`src/rtl/bus_arbiter_if.sv`:
```
// Bus bundle for bus_arbiter: two requester ports (M0 = CPU, M1 = DMA/debug)
// plus the single registered slave-side W_* bus.
// The master modport is the arbiter's view; slave is the view of the
// requesters and the memory/peripheral decoder that sit around it.
interface bus_arbiter_if #(
    parameter int ADDR_W = 32,
    parameter int DATA_W = 32
);
    logic              M0_REQ;
    logic              M0_WE;
    logic [ADDR_W-1:0] M0_ADDR;
    logic [DATA_W-1:0] M0_DAT_O;
    logic [DATA_W-1:0] M0_DAT_I;
    logic              M0_ACK;
    logic              M0_ERR;

    logic              M1_REQ;
    logic              M1_WE;
    logic [ADDR_W-1:0] M1_ADDR;
    logic [DATA_W-1:0] M1_DAT_O;
    logic [DATA_W-1:0] M1_DAT_I;
    logic              M1_ACK;
    logic              M1_ERR;

    logic              W_STB;
    logic              W_WE;
    logic [ADDR_W-1:0] W_ADDR;
    logic [DATA_W-1:0] W_DAT_O;
    logic [DATA_W-1:0] W_DAT_I;
    logic              W_ACK;

    modport master (
        input  M0_REQ, M0_WE, M0_ADDR, M0_DAT_O,
        output M0_DAT_I, M0_ACK, M0_ERR,
        input  M1_REQ, M1_WE, M1_ADDR, M1_DAT_O,
        output M1_DAT_I, M1_ACK, M1_ERR,
        output W_STB, W_WE, W_ADDR, W_DAT_O,
        input  W_DAT_I, W_ACK
    );

    modport slave (
        output M0_REQ, M0_WE, M0_ADDR, M0_DAT_O,
        input  M0_DAT_I, M0_ACK, M0_ERR,
        output M1_REQ, M1_WE, M1_ADDR, M1_DAT_O,
        input  M1_DAT_I, M1_ACK, M1_ERR,
        input  W_STB, W_WE, W_ADDR, W_DAT_O,
        output W_DAT_I, W_ACK
    );
endinterface

```
`src/rtl/bus_arbiter.sv`:
```
// bus_arbiter: two-master, single-slave round-robin arbiter for the W_* bus.
// One transaction at a time: IDLE (grant) -> BUSY (wait for W_ACK) ->
// RELEASE (one dead cycle so a finishing master can drop REQ) -> IDLE.
// Optional feature macro: ARB_TIMEOUT_EN -- aborts a BUSY phase after
// TIMEOUT cycles without W_ACK, answering the owner with Mx_ERR and a
// 32'hDEADBEEF data word. Without it, Mx_ERR is constant 0.
module bus_arbiter #(
    parameter int ADDR_W  = 32,
    parameter int DATA_W  = 32,
    parameter int TIMEOUT = 255
) (
    input logic           clk,
    input logic           W_RST,
    bus_arbiter_if.master bus
);
    typedef enum logic [1:0] {IDLE, BUSY, RELEASE} state_t;

    state_t state;
    // Master granted most recently; while BUSY this is the current owner.
    logic   last_grant;
    logic   pick_m1;

`ifdef ARB_TIMEOUT_EN
    logic [7:0] tmo_cnt;
`else
    logic tmo_unused;
    assign tmo_unused = (TIMEOUT != 0);
    assign bus.M0_ERR = 1'b0;
    assign bus.M1_ERR = 1'b0;
`endif

    // Round-robin pick: M1 wins alone, or on a tie when M0 was served last.
    always_comb begin
        pick_m1 = bus.M1_REQ && (!bus.M0_REQ || !last_grant);
    end

    // Arbitration FSM driving the registered slave bus and master responses.
    always_ff @(posedge clk) begin
        if (!W_RST) begin
            state        <= IDLE;
            last_grant   <= 1'b1;
            bus.W_STB    <= 1'b0;
            bus.W_WE     <= 1'b0;
            bus.W_ADDR   <= {ADDR_W{1'b0}};
            bus.W_DAT_O  <= {DATA_W{1'b0}};
            bus.M0_DAT_I <= {DATA_W{1'b0}};
            bus.M1_DAT_I <= {DATA_W{1'b0}};
            bus.M0_ACK   <= 1'b0;
            bus.M1_ACK   <= 1'b0;
`ifdef ARB_TIMEOUT_EN
            bus.M0_ERR   <= 1'b0;
            bus.M1_ERR   <= 1'b0;
            tmo_cnt      <= 8'd0;
`endif
        end else begin
            // Responses are single-cycle pulses.
            bus.M0_ACK <= 1'b0;
            bus.M1_ACK <= 1'b0;
`ifdef ARB_TIMEOUT_EN
            bus.M0_ERR <= 1'b0;
            bus.M1_ERR <= 1'b0;
`endif
            case (state)
                IDLE: begin
                    if (bus.M0_REQ || bus.M1_REQ) begin
                        last_grant  <= pick_m1;
                        bus.W_STB   <= 1'b1;
                        bus.W_WE    <= pick_m1 ? bus.M1_WE    : bus.M0_WE;
                        bus.W_ADDR  <= pick_m1 ? bus.M1_ADDR  : bus.M0_ADDR;
                        bus.W_DAT_O <= pick_m1 ? bus.M1_DAT_O : bus.M0_DAT_O;
`ifdef ARB_TIMEOUT_EN
                        tmo_cnt     <= 8'd0;
`endif
                        state       <= BUSY;
                    end
                end
                BUSY: begin
                    // W_ACK takes priority over a timeout hitting in the same cycle.
                    if (bus.W_ACK) begin
                        bus.W_STB <= 1'b0;
                        if (last_grant) begin
                            bus.M1_DAT_I <= bus.W_DAT_I;
                            bus.M1_ACK   <= 1'b1;
                        end else begin
                            bus.M0_DAT_I <= bus.W_DAT_I;
                            bus.M0_ACK   <= 1'b1;
                        end
                        state <= RELEASE;
                    end
`ifdef ARB_TIMEOUT_EN
                    else if (tmo_cnt == 8'(TIMEOUT)) begin
                        bus.W_STB <= 1'b0;
                        if (last_grant) begin
                            bus.M1_DAT_I <= DATA_W'(32'hDEADBEEF);
                            bus.M1_ERR   <= 1'b1;
                        end else begin
                            bus.M0_DAT_I <= DATA_W'(32'hDEADBEEF);
                            bus.M0_ERR   <= 1'b1;
                        end
                        state <= RELEASE;
                    end else begin
                        tmo_cnt <= tmo_cnt + 8'd1;
                    end
`endif
                end
                RELEASE: begin
                    state <= IDLE;
                end
                default: begin
                    state <= IDLE;
                end
            endcase
        end
    end
endmodule

```
`src/flat_wrapper.sv`:
```
// flat-port wrapper written by rule: the top's interface ports become plain ports
module bus_arbiter_flat 
#(
    parameter int ADDR_W  = 32,
    parameter int DATA_W  = 32,
    parameter int TIMEOUT = 255
)
  (clk, W_RST, bus_M0_REQ, bus_M0_WE, bus_M0_ADDR, bus_M0_DAT_O, bus_M0_DAT_I, bus_M0_ACK, bus_M0_ERR, bus_M1_REQ, bus_M1_WE, bus_M1_ADDR, bus_M1_DAT_O, bus_M1_DAT_I, bus_M1_ACK, bus_M1_ERR, bus_W_STB, bus_W_WE, bus_W_ADDR, bus_W_DAT_O, bus_W_DAT_I, bus_W_ACK);
  bus_arbiter_if #(.ADDR_W(ADDR_W), .DATA_W(DATA_W)) bus_i ();
  input logic clk;
  input logic W_RST;
  input wire logic [$bits(bus_i.M0_REQ)-1:0] bus_M0_REQ;
  input wire logic [$bits(bus_i.M0_WE)-1:0] bus_M0_WE;
  input wire logic [$bits(bus_i.M0_ADDR)-1:0] bus_M0_ADDR;
  input wire logic [$bits(bus_i.M0_DAT_O)-1:0] bus_M0_DAT_O;
  output wire logic [$bits(bus_i.M0_DAT_I)-1:0] bus_M0_DAT_I;
  output wire logic [$bits(bus_i.M0_ACK)-1:0] bus_M0_ACK;
  output wire logic [$bits(bus_i.M0_ERR)-1:0] bus_M0_ERR;
  input wire logic [$bits(bus_i.M1_REQ)-1:0] bus_M1_REQ;
  input wire logic [$bits(bus_i.M1_WE)-1:0] bus_M1_WE;
  input wire logic [$bits(bus_i.M1_ADDR)-1:0] bus_M1_ADDR;
  input wire logic [$bits(bus_i.M1_DAT_O)-1:0] bus_M1_DAT_O;
  output wire logic [$bits(bus_i.M1_DAT_I)-1:0] bus_M1_DAT_I;
  output wire logic [$bits(bus_i.M1_ACK)-1:0] bus_M1_ACK;
  output wire logic [$bits(bus_i.M1_ERR)-1:0] bus_M1_ERR;
  output wire logic [$bits(bus_i.W_STB)-1:0] bus_W_STB;
  output wire logic [$bits(bus_i.W_WE)-1:0] bus_W_WE;
  output wire logic [$bits(bus_i.W_ADDR)-1:0] bus_W_ADDR;
  output wire logic [$bits(bus_i.W_DAT_O)-1:0] bus_W_DAT_O;
  input wire logic [$bits(bus_i.W_DAT_I)-1:0] bus_W_DAT_I;
  input wire logic [$bits(bus_i.W_ACK)-1:0] bus_W_ACK;
  assign bus_i.M0_REQ = bus_M0_REQ;
  assign bus_i.M0_WE = bus_M0_WE;
  assign bus_i.M0_ADDR = bus_M0_ADDR;
  assign bus_i.M0_DAT_O = bus_M0_DAT_O;
  assign bus_M0_DAT_I = bus_i.M0_DAT_I;
  assign bus_M0_ACK = bus_i.M0_ACK;
  assign bus_M0_ERR = bus_i.M0_ERR;
  assign bus_i.M1_REQ = bus_M1_REQ;
  assign bus_i.M1_WE = bus_M1_WE;
  assign bus_i.M1_ADDR = bus_M1_ADDR;
  assign bus_i.M1_DAT_O = bus_M1_DAT_O;
  assign bus_M1_DAT_I = bus_i.M1_DAT_I;
  assign bus_M1_ACK = bus_i.M1_ACK;
  assign bus_M1_ERR = bus_i.M1_ERR;
  assign bus_W_STB = bus_i.W_STB;
  assign bus_W_WE = bus_i.W_WE;
  assign bus_W_ADDR = bus_i.W_ADDR;
  assign bus_W_DAT_O = bus_i.W_DAT_O;
  assign bus_i.W_DAT_I = bus_W_DAT_I;
  assign bus_i.W_ACK = bus_W_ACK;
  bus_arbiter #(.ADDR_W(ADDR_W), .DATA_W(DATA_W), .TIMEOUT(TIMEOUT)) u_core (.clk(clk), .W_RST(W_RST), .bus(bus_i));
endmodule
```
`config.mk`:
```
export PLATFORM = sky130hd
export DESIGN_NAME = bus_arbiter_flat
export DESIGN_NICKNAME = d
export VERILOG_FILES = /design/src/rtl/bus_arbiter_if.sv /design/src/rtl/bus_arbiter.sv /design/src/flat_wrapper.sv
export SDC_FILE = /design/constraint.sdc
export NUM_CORES = 1
export LEC_CHECK = 0
export BUFFER_PORTS_ARGS = -buffer_cell sky130_fd_sc_hd__buf_4
export CAP_MARGIN = 20
export CORE_MARGIN = 4
export CORE_UTILIZATION = 30
export CTS_BUF_LIST = sky130_fd_sc_hd__clkbuf_8
export DETAILED_ROUTE_END_ITERATION = 8
export SLEW_MARGIN = 0
export SYNTH_ARGS = -nofsm -noshare
export SYNTH_HDL_FRONTEND = slang
export SYNTH_SLANG_ARGS = --single-unit
export TNS_END_PERCENT = 1
```
`constraint.sdc`:
```
create_clock -name clk -period 1.4 [get_ports clk]
set_input_delay 0.07 -clock clk [delete_from_list [all_inputs] [get_ports clk]]
set_output_delay 0.07 -clock clk [all_outputs]
set_load 0.01 [all_outputs]
```
==> key figures <==
Run status
  • Outcome: complete, no violations

CTS
  • Total clock sinks: 135
  • Clock Root Buffer: clkbuf_8
  • Clk slew on worst S/H paths: 80 ps
  • Worst-case clock buffer depth: 2
  • Total CTS buffers: 17
  • # H-tree levels: 4
  • Clk_lat worst skew: 440 ps
  • CTS tree: done

STA
  • Minimum clock period: about 1400 ps
  • Final setup violation count: 0
  • Max-slew violation count: 0
  • Final Hold Fails: 0
  • Fin crit share: 99.25%
  • Max Clock Skew: 17.43 ps
  • Fmax: just over 700 MHz
  • RSZ-0062 raised after global routing: yes

Synthesis
  • Synth area leaders: dfxtp_1 (49%), nand2_1 (11%), a311oi_2 (8.0%), a21oi_1 (5.9%), nand3_1 (5.9%)
  • Post-synth ARST share: 0%
  • Mapped cell area: 5469 um^2
  • Avg Inst Size Synth: 8.479 um^2
  • Post-synth cell types: 27
  • Register area share after synthesis: 49.42%
  • Syn Inst Count: 645
  • Register bit total from synthesis: 135
  • Post-synth top area share: 49.42%
  • Ys Warns: 0
  • Most frequent cells after synthesis: nand2_1 (162), dfxtp_1 (135), a21oi_1 (65), nand3_1 (64), o21ai_0 (64)
  • Yosys top cell by area: dfxtp_1
  • Most used DFF post-synth: dfxtp_1
  • Most numerous cell in the Yosys netlist: nand2_1
  • EDFF count, synth: 0

Routing
  • Post-DRT Antenna Nets: 0
  • Wirelength, routed: around 23 mm
  • WL/cell: 16.97 um
  • Vias per cell: between 4 and 5
  • DRC: 0
  • Drt pass-1 iters: 5
  • DRT iter0 DRCs: 242
  • Routed via count: 6585

GRT
  • GR Util All Layers: 20.64%
  • Antenna violations before repair: 0
  • Global route overflow: 0
  • Maximum number of pins on one net before global-route repair: 68
  • Global-route wire length before repair: 33.87 mm
  • Number of global-route vias before repair: 6558

Finish
  • Final core utilization: between 50 and 60%
  • Layout Nets: 1257
  • Share of cells above drive strength 1: between 30% and 40%
  • Area Growth Syn to Fin: 87.88%
  • Fillers: 1551
  • Antenna Cells: 0

Setup path
  • Critical path type: reg2reg
  • Worst Setup SP: u_core.last_grant
  • Critical path depth: 5
  • Top Family by Delay on Critical Path: compound AO/OA/AOI/OAI gates
  • Worst setup endpoint: u_core.bus.W_ADDR[29]
  • Crit-path slowest cell: dfxtp_1
  • WP data required: 1740 ps
  • Crit end category: register
  • R2r startpoint: u_core.last_grant
  • CP Launch Type: register
  • Data arrival time of the critical path: 1730 ps
  • Reg-to-Reg End: u_core.bus.W_ADDR[29]
  • Crit path cell chain: a21boi_4 > buf_4 > buf_12 > nand2_1 > a311oi_2
  • Flop-to-flop setup slack: 10 ps
  • Reg2Reg Depth: 5
  • Buffer and inverter count on the worst path: 2
  • Crit-path max cell delay: between 300 and 400 ps
  • Max FO, Critical Path: 10

Pwr
  • Power Density: 1024 nW/um^2
  • Peak supply drop: approximately 560 uV
  • Lkg Pwr: between 4 and 5 nW
  • Total chip power: 10.52 mW

Die
  • Die height: 143.0 um
  • Starting Density: 30.45%
  • Die area: 20450 um^2
  • Core Rows: 49
  • Core box area: 17960 um^2
  • Die X: 143.0 um
  • Top-Level Pins: approximately 300

Run
  • Max-cap violations: 0

Placed design
  • Post-DP HPWL: 13.97 mm
  • Placer Congestion: between 0.8 and 0.9
  • Buffers on Ports: 298

Hold path
  • Hold Path Class: in2reg
==> cell usage in the layout, fill, tap and decap left out, types with 2 or more instances in the layout <==
master,count
bufinv_16,3
nor2_1,4
clkinvlp_4,3
clkbuf_8,18
nand3_1,64
buf_4,315
a311oi_1,33
dlygate4sd3_1,164
buf_12,13
a21oi_1,65
a311oi_2,32
inv_6,4
dfxtp_1,135
conb_1,2
clkbuf_16,3
nand2_1,162
clkinv_2,3
o21ai_0,64
==> report_power, final <==
part,switching [mW],internal [mW]
sequential,0.179,4.14
combinational,1.25,1.47
clock,1.66,1.83
total,3.09,7.43
==> logic make-up after synthesis <==
logic type	synth area share, %
other	0.06857
buffers and inverters	5.834
and+or+nand+nor	18.19
AOI/OAI and AO/OA	26.49
DFF	49.42
==> per-layer routing <==
metal  vias to the layer above  share of wire (%)  GRT usage, %  wire, um
met1                      3056                 40         24.72      8997
met2                       298                 48         34.64     10900
met4                         0                2.7         7.104       599
met5                         -                  0             0         0
li1                       3186                  -             -         -
met3                        45                9.3         6.999      2108
==> worst register-to-register path, delay by kind of cell, from the launching register on <==
family | cells | cell delay [ps]
DFF | 1 | 370
buffers and inverters | 2 | 310
and+or+nand+nor | 1 | 110
AOI/OAI and AO/OA | 2 | 510
==> what timing repair did <==
| action | CTS | global route |
|---|---|---|
| buffers inserted | 0 | 5 |
| endpoints found under the hold margin | 132 | 0 |
| hold buffers | 164 | 0 |
| resized for setup | 0 | 7 |
| setup endpoints to repair | 0 | 46 |
==> worst min path at each step <==
| stage | from | slack [ps] | to | cells after the start |
|---|---|---|---|---|
| detailed placement | bus_M0_ADDR[8] | 350 | u_core.bus.W_ADDR[8] | 3 |
| global placement | bus_W_DAT_I[6] | 350 | u_core.bus.M0_DAT_I[6] | 3 |
| CTS | bus_M0_REQ | 40 | u_core.bus.W_ADDR[3] | 4 |
| global route | bus_M1_REQ | 200 | u_core.last_grant | 4 |
| finish | bus_M1_REQ | 190 | u_core.last_grant | 4 |
| floorplan | bus_W_DAT_I[10] | 230 | u_core.bus.M0_DAT_I[10] | 2 |
==> state kept, by name, summed over array words and instances (netlist names) <==
signal               count
u_core.bus.W_STB         1
u_core.bus.M1_ACK        1
u_core.state             2
u_core.bus.M0_ACK        1
u_core.bus.W_ADDR       32
u_core.bus.W_DAT_O      32
u_core.last_grant        1
u_core.bus.M1_DAT_I     32
u_core.bus.M0_DAT_I     32
u_core.bus.W_WE          1
==> per-stage QoR <==
| step | cell area (um^2) | setup WS (ps) | std cells | hold WS [ps] | TNS, ps |
|---|---|---|---|---|---|
| 4_1_cts | 10120 | 22.59 | 1324 | 42.73 | 0 |
| 6_report | 10270 | 10.52 | 1332 | 188.9 | 0 |
| 3_5_place_dp | 8060 | 48.27 | 1128 | 353.1 | 0 |
| 2_1_floorplan | 5473 | 0.05906 | 646 | 226.9 | 0 |
| 5_1_grt | 10270 | -27.73 | 1332 | 196.2 | -136.6 |
| 3_3_place_gp | 8060 | 69.79 | 1128 | 347.7 | 0 |
==> cell type report <==
cell class | instances | area, um^2 | area share (%)
clock inverter | 14 | 171.4 | 1.668
clock buffer | 18 | 247.7 | 2.411
sequential | 135 | 2703 | 26.30
tap | 229 | 286.5 | 2.789
inverter | 1 | 3.754 | 0.03653
timing repair buffer | 496 | 4353 | 42.36
multi-input combinational | 439 | 2510 | 24.43
(Power assumes the default switching activity.)
